$ cat src/rtl/pack2_reg_pkg.sv
// Shared constants and types for the 2-bit base packer.
//   DATA_W/BASE_W/BASES/CNT_W : word geometry and count width
//   BASE_A..BASE_T            : nucleotide encodings
//   FILL/HOLD                 : packer state encodings
//   word_t                    : output word payload (last, count, data)
package pack2_reg_pkg;

  localparam int unsigned DATA_W = 512;
  localparam int unsigned BASE_W = 2;
  localparam int unsigned BASES  = DATA_W / BASE_W;
  localparam int unsigned CNT_W  = 9;
  localparam int unsigned IDX_W  = $clog2(DATA_W);

  localparam logic [BASE_W-1:0] BASE_A = 2'b00;
  localparam logic [BASE_W-1:0] BASE_C = 2'b01;
  localparam logic [BASE_W-1:0] BASE_G = 2'b10;
  localparam logic [BASE_W-1:0] BASE_T = 2'b11;

  localparam logic [0:0] FILL = 1'b0;
  localparam logic [0:0] HOLD = 1'b1;

  typedef struct packed {
    logic              last;
    logic [CNT_W-1:0]  count;
    logic [DATA_W-1:0] data;
  } word_t;

endpackage

$ cat src/rtl/pack2_reg_if.sv
// Base-in / word-out handshake bundle of the packer.
//   base_in/base_valid/base_ready/flush : upstream base stream
//   out_data/out_count/out_last/out_valid/out_ready : packed word stream
//   slave modport  : the packer
//   master modport : the environment driving bases and consuming words
interface pack2_reg_if
  import pack2_reg_pkg::*;
();

  logic [BASE_W-1:0] base_in;
  logic              base_valid;
  logic              base_ready;
  logic              flush;
  logic [DATA_W-1:0] out_data;
  logic [CNT_W-1:0]  out_count;
  logic              out_last;
  logic              out_valid;
  logic              out_ready;

  modport slave (
    input  base_in, base_valid, flush, out_ready,
    output base_ready, out_data, out_count, out_last, out_valid
  );

  modport master (
    output base_in, base_valid, flush, out_ready,
    input  base_ready, out_data, out_count, out_last, out_valid
  );

endinterface

$ cat src/rtl/pack2_reg.sv
// Packs 2-bit bases LSB-first into 512-bit words (256 bases, or fewer on flush)
// and presents each word on a valid/ready handshake.
//   clk  : rising-edge clock
//   rst  : synchronous active-high reset, discards partial and pending words
//   bus  : pack2_reg_if.slave (base stream in, packed word stream out)
module pack2_reg
  import pack2_reg_pkg::*;
(
  input  logic        clk,
  input  logic        rst,
  pack2_reg_if.slave  bus
);

  logic [0:0]        state_q,     state_d;
  logic [DATA_W-1:0] acc_q,       acc_d;
  logic [CNT_W-1:0]  cnt_q,       cnt_d;
  logic [CNT_W-1:0]  pend_cnt_q,  pend_cnt_d;
  logic              pend_last_q, pend_last_d;
  word_t             out_q,       out_d;
  logic              out_valid_q, out_valid_d;

  logic              accept;
  logic              out_free;
  logic              close;
  logic [CNT_W-1:0]  n;
  logic [IDX_W-1:0]  wr_idx;
  logic [DATA_W-1:0] merged;

  assign bus.base_ready = (state_q == FILL);
  assign bus.out_data   = out_q.data;
  assign bus.out_count  = out_q.count;
  assign bus.out_last   = out_q.last;
  assign bus.out_valid  = out_valid_q;

  assign accept   = bus.base_valid && (state_q == FILL);
  assign out_free = !out_valid_q || bus.out_ready;
  assign n        = cnt_q + CNT_W'(accept);
  // cnt_q stays below BASES in FILL, so its low bits give the base slot
  assign wr_idx   = IDX_W'({cnt_q[CNT_W-2:0], 1'b0});
  // a word closes on the 256th base or on a flush with at least one base
  assign close    = (accept && (n == CNT_W'(BASES))) || (bus.flush && (n != '0));

  // accumulator with the incoming base already merged in
  always_comb begin
    merged = acc_q;
    if (accept) begin
      merged[wr_idx +: BASE_W] = bus.base_in;
    end
  end

  // next-state and datapath update
  always_comb begin
    state_d     = state_q;
    acc_d       = acc_q;
    cnt_d       = cnt_q;
    pend_cnt_d  = pend_cnt_q;
    pend_last_d = pend_last_q;
    out_d       = out_q;
    out_valid_d = out_valid_q && !bus.out_ready;

    case (state_q)
      FILL: begin
        if (accept) begin
          acc_d = merged;
          cnt_d = n;
        end
        if (close) begin
          if (out_free) begin
            out_d       = '{last: bus.flush, count: n, data: merged};
            out_valid_d = 1'b1;
            acc_d       = '0;
            cnt_d       = '0;
          end else begin
            // park the finished word in acc until the output slot frees up
            state_d     = HOLD;
            pend_cnt_d  = n;
            pend_last_d = bus.flush;
            cnt_d       = '0;
          end
        end
      end
      HOLD: begin
        if (out_free) begin
          out_d       = '{last: pend_last_q, count: pend_cnt_q, data: acc_q};
          out_valid_d = 1'b1;
          acc_d       = '0;
          cnt_d       = '0;
          state_d     = FILL;
        end
      end
      default: begin
        state_d = FILL;
      end
    endcase
  end

  // state and datapath registers
  always_ff @(posedge clk) begin
    if (rst) begin
      state_q     <= FILL;
      acc_q       <= '0;
      cnt_q       <= '0;
      pend_cnt_q  <= '0;
      pend_last_q <= 1'b0;
      out_q       <= '0;
      out_valid_q <= 1'b0;
    end else begin
      state_q     <= state_d;
      acc_q       <= acc_d;
      cnt_q       <= cnt_d;
      pend_cnt_q  <= pend_cnt_d;
      pend_last_q <= pend_last_d;
      out_q       <= out_d;
      out_valid_q <= out_valid_d;
    end
  end

endmodule

$ cat src/flat_wrapper.sv
// flat-port wrapper written by rule: the top's interface ports become plain ports
module pack2_reg_flat import pack2_reg_pkg::*;
  (clk, rst, bus_base_in, bus_base_valid, bus_flush, bus_out_ready, bus_base_ready, bus_out_data, bus_out_count, bus_out_last, bus_out_valid);
  pack2_reg_if bus_i ();
  input  logic clk;
  input  logic rst;
  input wire logic [$bits(bus_i.base_in)-1:0] bus_base_in;
  input wire logic [$bits(bus_i.base_valid)-1:0] bus_base_valid;
  input wire logic [$bits(bus_i.flush)-1:0] bus_flush;
  input wire logic [$bits(bus_i.out_ready)-1:0] bus_out_ready;
  output wire logic [$bits(bus_i.base_ready)-1:0] bus_base_ready;
  output wire logic [$bits(bus_i.out_data)-1:0] bus_out_data;
  output wire logic [$bits(bus_i.out_count)-1:0] bus_out_count;
  output wire logic [$bits(bus_i.out_last)-1:0] bus_out_last;
  output wire logic [$bits(bus_i.out_valid)-1:0] bus_out_valid;
  assign bus_i.base_in = bus_base_in;
  assign bus_i.base_valid = bus_base_valid;
  assign bus_i.flush = bus_flush;
  assign bus_i.out_ready = bus_out_ready;
  assign bus_base_ready = bus_i.base_ready;
  assign bus_out_data = bus_i.out_data;
  assign bus_out_count = bus_i.out_count;
  assign bus_out_last = bus_i.out_last;
  assign bus_out_valid = bus_i.out_valid;
  pack2_reg u_core (.clk(clk), .rst(rst), .bus(bus_i));
endmodule
$ cat config.mk
export PLATFORM = sky130hd
export DESIGN_NAME = pack2_reg_flat
export DESIGN_NICKNAME = d
export VERILOG_FILES = /design/src/rtl/pack2_reg_pkg.sv /design/src/rtl/pack2_reg_if.sv /design/src/rtl/pack2_reg.sv /design/src/flat_wrapper.sv
export SDC_FILE = /design/constraint.sdc
export NUM_CORES = 2
export LEC_CHECK = 0
export ABC_AREA = 1
export CORE_MARGIN = 3
export CORE_UTILIZATION = 40
export CTS_CLUSTER_DIAMETER = 150
export DETAILED_ROUTE_END_ITERATION = 8
export PLACE_DENSITY = 0.63
export SLEW_MARGIN = 0
export SYNTH_ARGS = -nofsm -noshare
export SYNTH_HDL_FRONTEND = slang
export SYNTH_SLANG_ARGS = --single-unit
$ cat constraint.sdc
create_clock -name clk -period 3.5 [get_ports clk]
set_clock_uncertainty 0.15 [all_clocks]
set_input_delay 0.7 -clock clk [delete_from_list [all_inputs] [get_ports clk]]
set_output_delay 0.7 -clock clk [all_outputs]
set_load 0.1 [all_outputs]
==> flow_metrics.py <==
metrics = {
    "run_status": {
        "status": "completed",
    },
    "final_layout": {
        "regArea_mm2": 0.02112,
        "syn2layout_area_growth_pct": 27.81,
        "nets": 7916,
        "layout-drive-gt1-share_pct": 17.36,
        "multi_input_area_mm2": 0.02257,
        "fillers": 11488,
        "final_area_mm2": 0.06072,
        "stdcell_count": 9520,
        "layout_commonest_cell": "nand2_1",
        "final_cell_mix": "2568 x nand2_1, 1054 x dfxtp_1, 1043 x buf_4",
    },
    "timing": {
        "final-hold-violation-count": 0,
        "tightest_slew_ps": 1298,
        "fmax_mhz": 298.1,
        "setup_ws_ps": 145.3,
        "min_period_ps": 3355,
        "finalMaxSlewViolations": 0,
        "slew_headroom_pct": 13.49,
        "setup_violations": 0,
        "rsz0062_at_grt": "true",
        "finalCritPeriodShare_pct": 95.85,
    },
    "global_routing": {
        "grt_max_degree": 197,
        "antenna_found_initial": 6,
        "grt_pass1_vias": 46324,
        "grt_usage_pct": 33.47,
        "grt_pass1_wl_mm": 308.9,
        "grt-ovfl-total": 0,
    },
    "power_and_ir_drop": {
        "power_leakage_nw": 24.83,
        "p_per_area_mw_per_mm2": 524.6,
        "vdd_drop_max_v": 0.0004529,
    },
    "critical_path": {
        "worst_ep_arrival_time_ps": 3860,
        "cp.required_ps": 4000,
        "cp-end-kind": "flip-flop",
        "cp_max_fo": 5,
        "startpoint": "u_core.cnt_q[0]",
        "start_kind": "flip-flop",
        "critPathKind": "reg -> reg",
        "timing.rr.start": "u_core.cnt_q[0]",
    },
    "routing": {
        "viasPerCell": 5.474,
        "antenna_left": 0,
        "drtIter0Drc": 6187,
        "drc": 0,
        "dr_total_vias": 52113,
        "wl_per_cell_um": 22.70,
        "first_pass_iters": 7,
        "totalWireLength_mm": 216.1,
    },
    "synth": {
        "synth_edf_count": 0,
        "syn_area_mm2": 0.04751,
        "synth_top_flop_cell": "dfxtp_1",
        "synthCells": 7157,
        "synth_fp_nets": 7169,
        "yosysWarnings": 0,
        "async_flop_share_pct": 0,
        "synth.avg_cell_area_um2": 6.639,
        "ys_seq_elements": 1055,
        "yosysUniqueCellTypes": 41,
        "yosysSeqAreaShare_pct": 44.45,
    },
    "clock_tree": {
        "cts_sinks": 1055,
        "cts-root-buf": "clkbuf_16",
        "cts_buffer_depth": 3,
        "clkTransAtPathRegs_ps": 60,
        "cts_buffers": 113,
        "clk_latency_ps": 720,
        "h-tree-depth": 3,
        "cts_tree": "yes",
    },
    "die": {
        "ios": 531,
        "start_util_pct": 40.61,
        "rows": 125,
        "dieHeight_um": 350.6,
        "fp.dieW_um": 350.6,
        "core-area_mm2": 0.1170,
        "floorplan.die_area_mm2": 0.1230,
    },
    "placed_design": {
        "routabilityCongestion": 0.9881,
        "dpl.cell_count": 9307,
        "dp_hpwl_mm": 157.4,
        "place_ws_ps": -605.8,
        "placed_area_mm2": 0.05656,
        "port_buffers": 530,
    },
    "worst_hold_path": {
        "hold_path_startpoint": "rst",
        "hold_class": "in -> reg",
    },
    "run": {
        "cap_violations": 0,
    },
}
==> cell families (layout without fill, tap and decap cells) <==
kind of cell	count (synthesis)	after routing	synth area share, %
AOI/OAI and AO/OA	1396	1396	14.84
xor gates and xnor gates	2	2	0.05268
adders and majority gates	5	5	0.1317
buffers and inverters	895	1732	8.248
DFF	1055	1055	44.45
muxes	2	2	0.04740
other	0	2	0
and+or+nand+nor	3802	3802	32.23
==> cell usage after synthesis (all sizes together), types with 2 or more instances <==
master  instances  area share, %
nand2        2578             20
dfxtp        1055             44
a21oi         910            9.6
nor2          661            5.3
o21ai         460            4.9
nand3         403            4.3
inv           393            3.1
buf           253            3.2
clkbuf        247            2.0
nand4         119            1.6
nor3           37           0.55
o22ai           9           0.12
ha              5           0.13
o21bai          5          0.079
o211ai          4          0.063
o32ai           3          0.055
a31oi           2          0.026
and3            2          0.026
clkinv          2          0.016
mux2            2          0.047
o21a            2          0.032
==> critical path, cell delays in order, from the launching register on <==
cell and delay, ps:
dfxtp_1 440, inv_2 60, ha_1 290, xor2_1 180
buf_4 180, buf_4 160, nand2_1 120, nor2_1 360
nand2_1 280, nor2_1 250, buf_4 190, nand3_1 80
nand3_1 120, a21oi_1 150, buf_4 170, nor2_1 90
==> where the power goes <==
| group | switching [mW] | leakage [nW] | internal [mW] |
|---|---|---|---|
| logic | 4.85 | 14.3 | 1.38 |
| clock network | 5.24 | 1.97 | 7.80 |
| registers | 0.246 | 8.53 | 12.3 |
| total | 10.3 | 24.8 | 21.5 |
==> sequential cells by signal, indices dropped and copies added (netlist names) <==
name                  count
u_core.acc_q            512
u_core.state_q            1
u_core.pend_cnt_q         9
u_core.pend_last_q        1
u_core.bus.out_last       1
u_core.bus.out_data     512
u_core.bus.out_valid      1
u_core.cnt_q              9
u_core.bus.out_count      9
==> stage by stage <==
step           utilization (%)  power [mW]  hold slack, ps  setup TNS (ps)
6_report                 51.91       31.86           189.5               0
5_1_grt                  51.90       32.67           176.0          -1.291
4_1_cts                  51.79       31.82           158.8               0
3_5_place_dp             48.34       18.93           290.5         -446810
3_3_place_gp             48.34       18.92           282.4         -418300
2_1_floorplan                -       16.96           274.4               0
==> path summary, 6_finish.rpt <==
| path | to | slack, ps | cells past startpoint |
|---|---|---|---|
| setup / recovery | u_core.bus.out_data[510] | 150 | 15 |
| hold / removal | u_core.acc_q[281] | 190 | 2 |
| setup reg to reg | u_core.bus.out_data[510] | 150 | 15 |
| hold reg to reg | u_core.pend_cnt_q[2] | 290 | 2 |
==> final cells by class <==
cell class | count | share of cell area [%]
sequential | 1055 | 34.79
tap | 1524 | 3.140
inverter | 395 | 2.501
multi-input combinational | 5207 | 37.16
clock inverter | 46 | 1.113
antenna | 2 | 0.008242
clock buffer | 159 | 5.508
timing repair buffer | 1132 | 15.78
==> repair_timing <==
action	CTS	global route
gates cloned	0	3
setup endpoints to repair	1	392
setup buffers	1	2
hold buffers	0	0
pin swaps	1	1
gates resized for setup	0	18
==> layer usage <==
| layer | part of all wire, % | vias up | global-route usage, % |
|---|---|---|---|
| met4 | 5.6 | 0 | 16.42 |
| met2 | 43 | 2640 | 50.37 |
| met3 | 11 | 433 | 7.720 |
| li1 | - | 24532 | - |
| met5 | 0 | - | 0 |
| met1 | 41 | 24508 | 45.06 |
Power figures use the tool's default switching activity.
==> RTL change, RTL diff (same settings) <==
Set the package constant `CNT_W` to 18 (it was 9).
--- a/src/rtl/pack2_reg_pkg.sv
+++ b/src/rtl/pack2_reg_pkg.sv
@@ -9,5 +9,5 @@
   localparam int unsigned BASE_W = 2;
   localparam int unsigned BASES  = DATA_W / BASE_W;
-  localparam int unsigned CNT_W  = 9;
+  localparam int unsigned CNT_W  = 18;
   localparam int unsigned IDX_W  = $clog2(DATA_W);
 
Ports: changed (resized bus_out_count); port bits go from 531 to 540. No check against the original RTL was run, so the function may have changed too.
==> RTL change against the unedited design <==
Die area grew 9.7%; count of clock-buffer cells in the layout grew 13; synthesized area grew 9.9%; final cell count grew 14%; final area grew 11%; power grew 21%; sequential cell count grew 27; setup slack lost 0.12 ns; hold slack gained 0.029 ns; wire length grew 12%; largest power group unchanged; sequential share of layout area shrank 2.5 points; critical endpoint is now u_core.acc_q[146].
==> RTL change: results (changes against the unedited design) <==
metric;value;unit;change
GR Util met1;44.5;%;-0.57 points
count of buffers from port buffering;539;;+1.7%
vias in the first global route;52094;;+12%
worst hold path class;in -> reg;;
# resized after CTS;9;;+9
Synth top area share;41.5;%;-3.0 points
via count;57856;;+11%
Syn Area/Cell;6.34;µm²;-4.5%
Finished Layout Cells;10852;;+14%
critical path's slowest cell;ha_2;;
reg2reg path depth;13;;-2
Root Buffer;clkbuf_16;;
WL/cell;22.3;µm;-1.8%
number of antenna violations at the first check in global routing;8;;+2
Worst Hold Slack;0.219;ns;+0.0290 ns
H-tree levels;3;;unchanged
max layer used;met5;;
fmax;0.288;GHz;-3.5%
status;completed;;
LEAKAGE;30.8;nW;+24%
DP HPWL;173000;µm;+9.7%
Clock transition at path regs;0.06;ns;about the same
Slew @ Worst Pin;1.20;ns;-0.102 ns
Placed Area;62100;µm²;+9.8%
CP delay by family, top;simple AND/OR/NAND/NOR gates;;
delay of the slowest critical-path stage;0.49;ns;+0.05 ns
largest net degree at the start of global routing;191;;-3.0%
share of layout cells above drive strength 1;16.6;%;-0.80 points
met3 GRT Util;7.85;%;+0.14 points
Final Core Density;52.2;%;+0.33 points
clock buffer count from CTS;119;;+5.3%
Synth top cells by count;2184 x nand2_1, 1475 x nor2_1, 1082 x dfxtp_1;;
WL met2;104000;µm;+13%
Iteration-0 DRC Markers;7614;;+23%
Filler Cell Count;12947;;+13%
Final nets;9032;;+14%
Placement Setup Slack;-0.768;ns;-0.162 ns
maximum VDD drop;0.443;mV;-2.2%
RD Place Congestion;0.998;;+0.96%
postcts setup bufs;0;;-1
first-pass GRT wire length;347000;µm;+12%
met2 Usage GRT;51.9;%;+1.5 points
sequential area share after synthesis;41.5;%;-3.0 points
M1 WL;98100;µm;+12%
met3 WL;24700;µm;+3.4%
WP data arrival;4.03;ns;+0.17 ns
gr usage total;33.9;%;+0.44 points
clock latency on the worst-skew pair;0.80;ns;+0.08 ns
Synthesized Nets;8244;;+15%
distinct cell type count after synthesis;35;;-15%
flop-to-flop setup slack;0.02;ns;-0.12 ns
main area contributors after synthesis;dfxtp_1 41%, nand2_1 16%, nor2_1 11%;;
First-pass DRT Iterations;9;;+2
crit-path max FO;8;;+3
Async SR Flop Fraction;0;%;unchanged
[RTL change: area by class of cell]
cell class	instances	area share [%]
Tap cell	1729	3.22
Clock buffer	172	5.11
Antenna cell	4	0.0149
Timing Repair Buffer	1225	16.0
Inverter	737	4.18
Clock inverter	48	1.09
Sequential cell	1082	32.3
Multi-Input combinational cell	5855	38.1
[RTL change: logic make-up after synthesis]
logic type	share of synthesized area [%]
simple gates	36.0
fa+ha+maj	0.120
buf+inv	10.1
compound gates	12.2
flops	41.5
xor+xnor	0.101
[RTL change: path summary, 6_finish.rpt]
check | startpoint | to
setup / recovery | u_core.cnt_q[0] | u_core.acc_q[146]
hold / removal | rst | u_core.acc_q[145]
setup reg to reg | u_core.cnt_q[0] | u_core.acc_q[146]
hold reg to reg | u_core.pend_cnt_q[15] | u_core.pend_cnt_q[15]
[RTL change: power breakdown]
part | internal [W] | switching, W | leakage [nW]
clock | 0.00786 | 0.00568 | 2.01
sequential | 0.0130 | 0.000468 | 8.82
combinational | 0.00266 | 0.00900 | 20.0
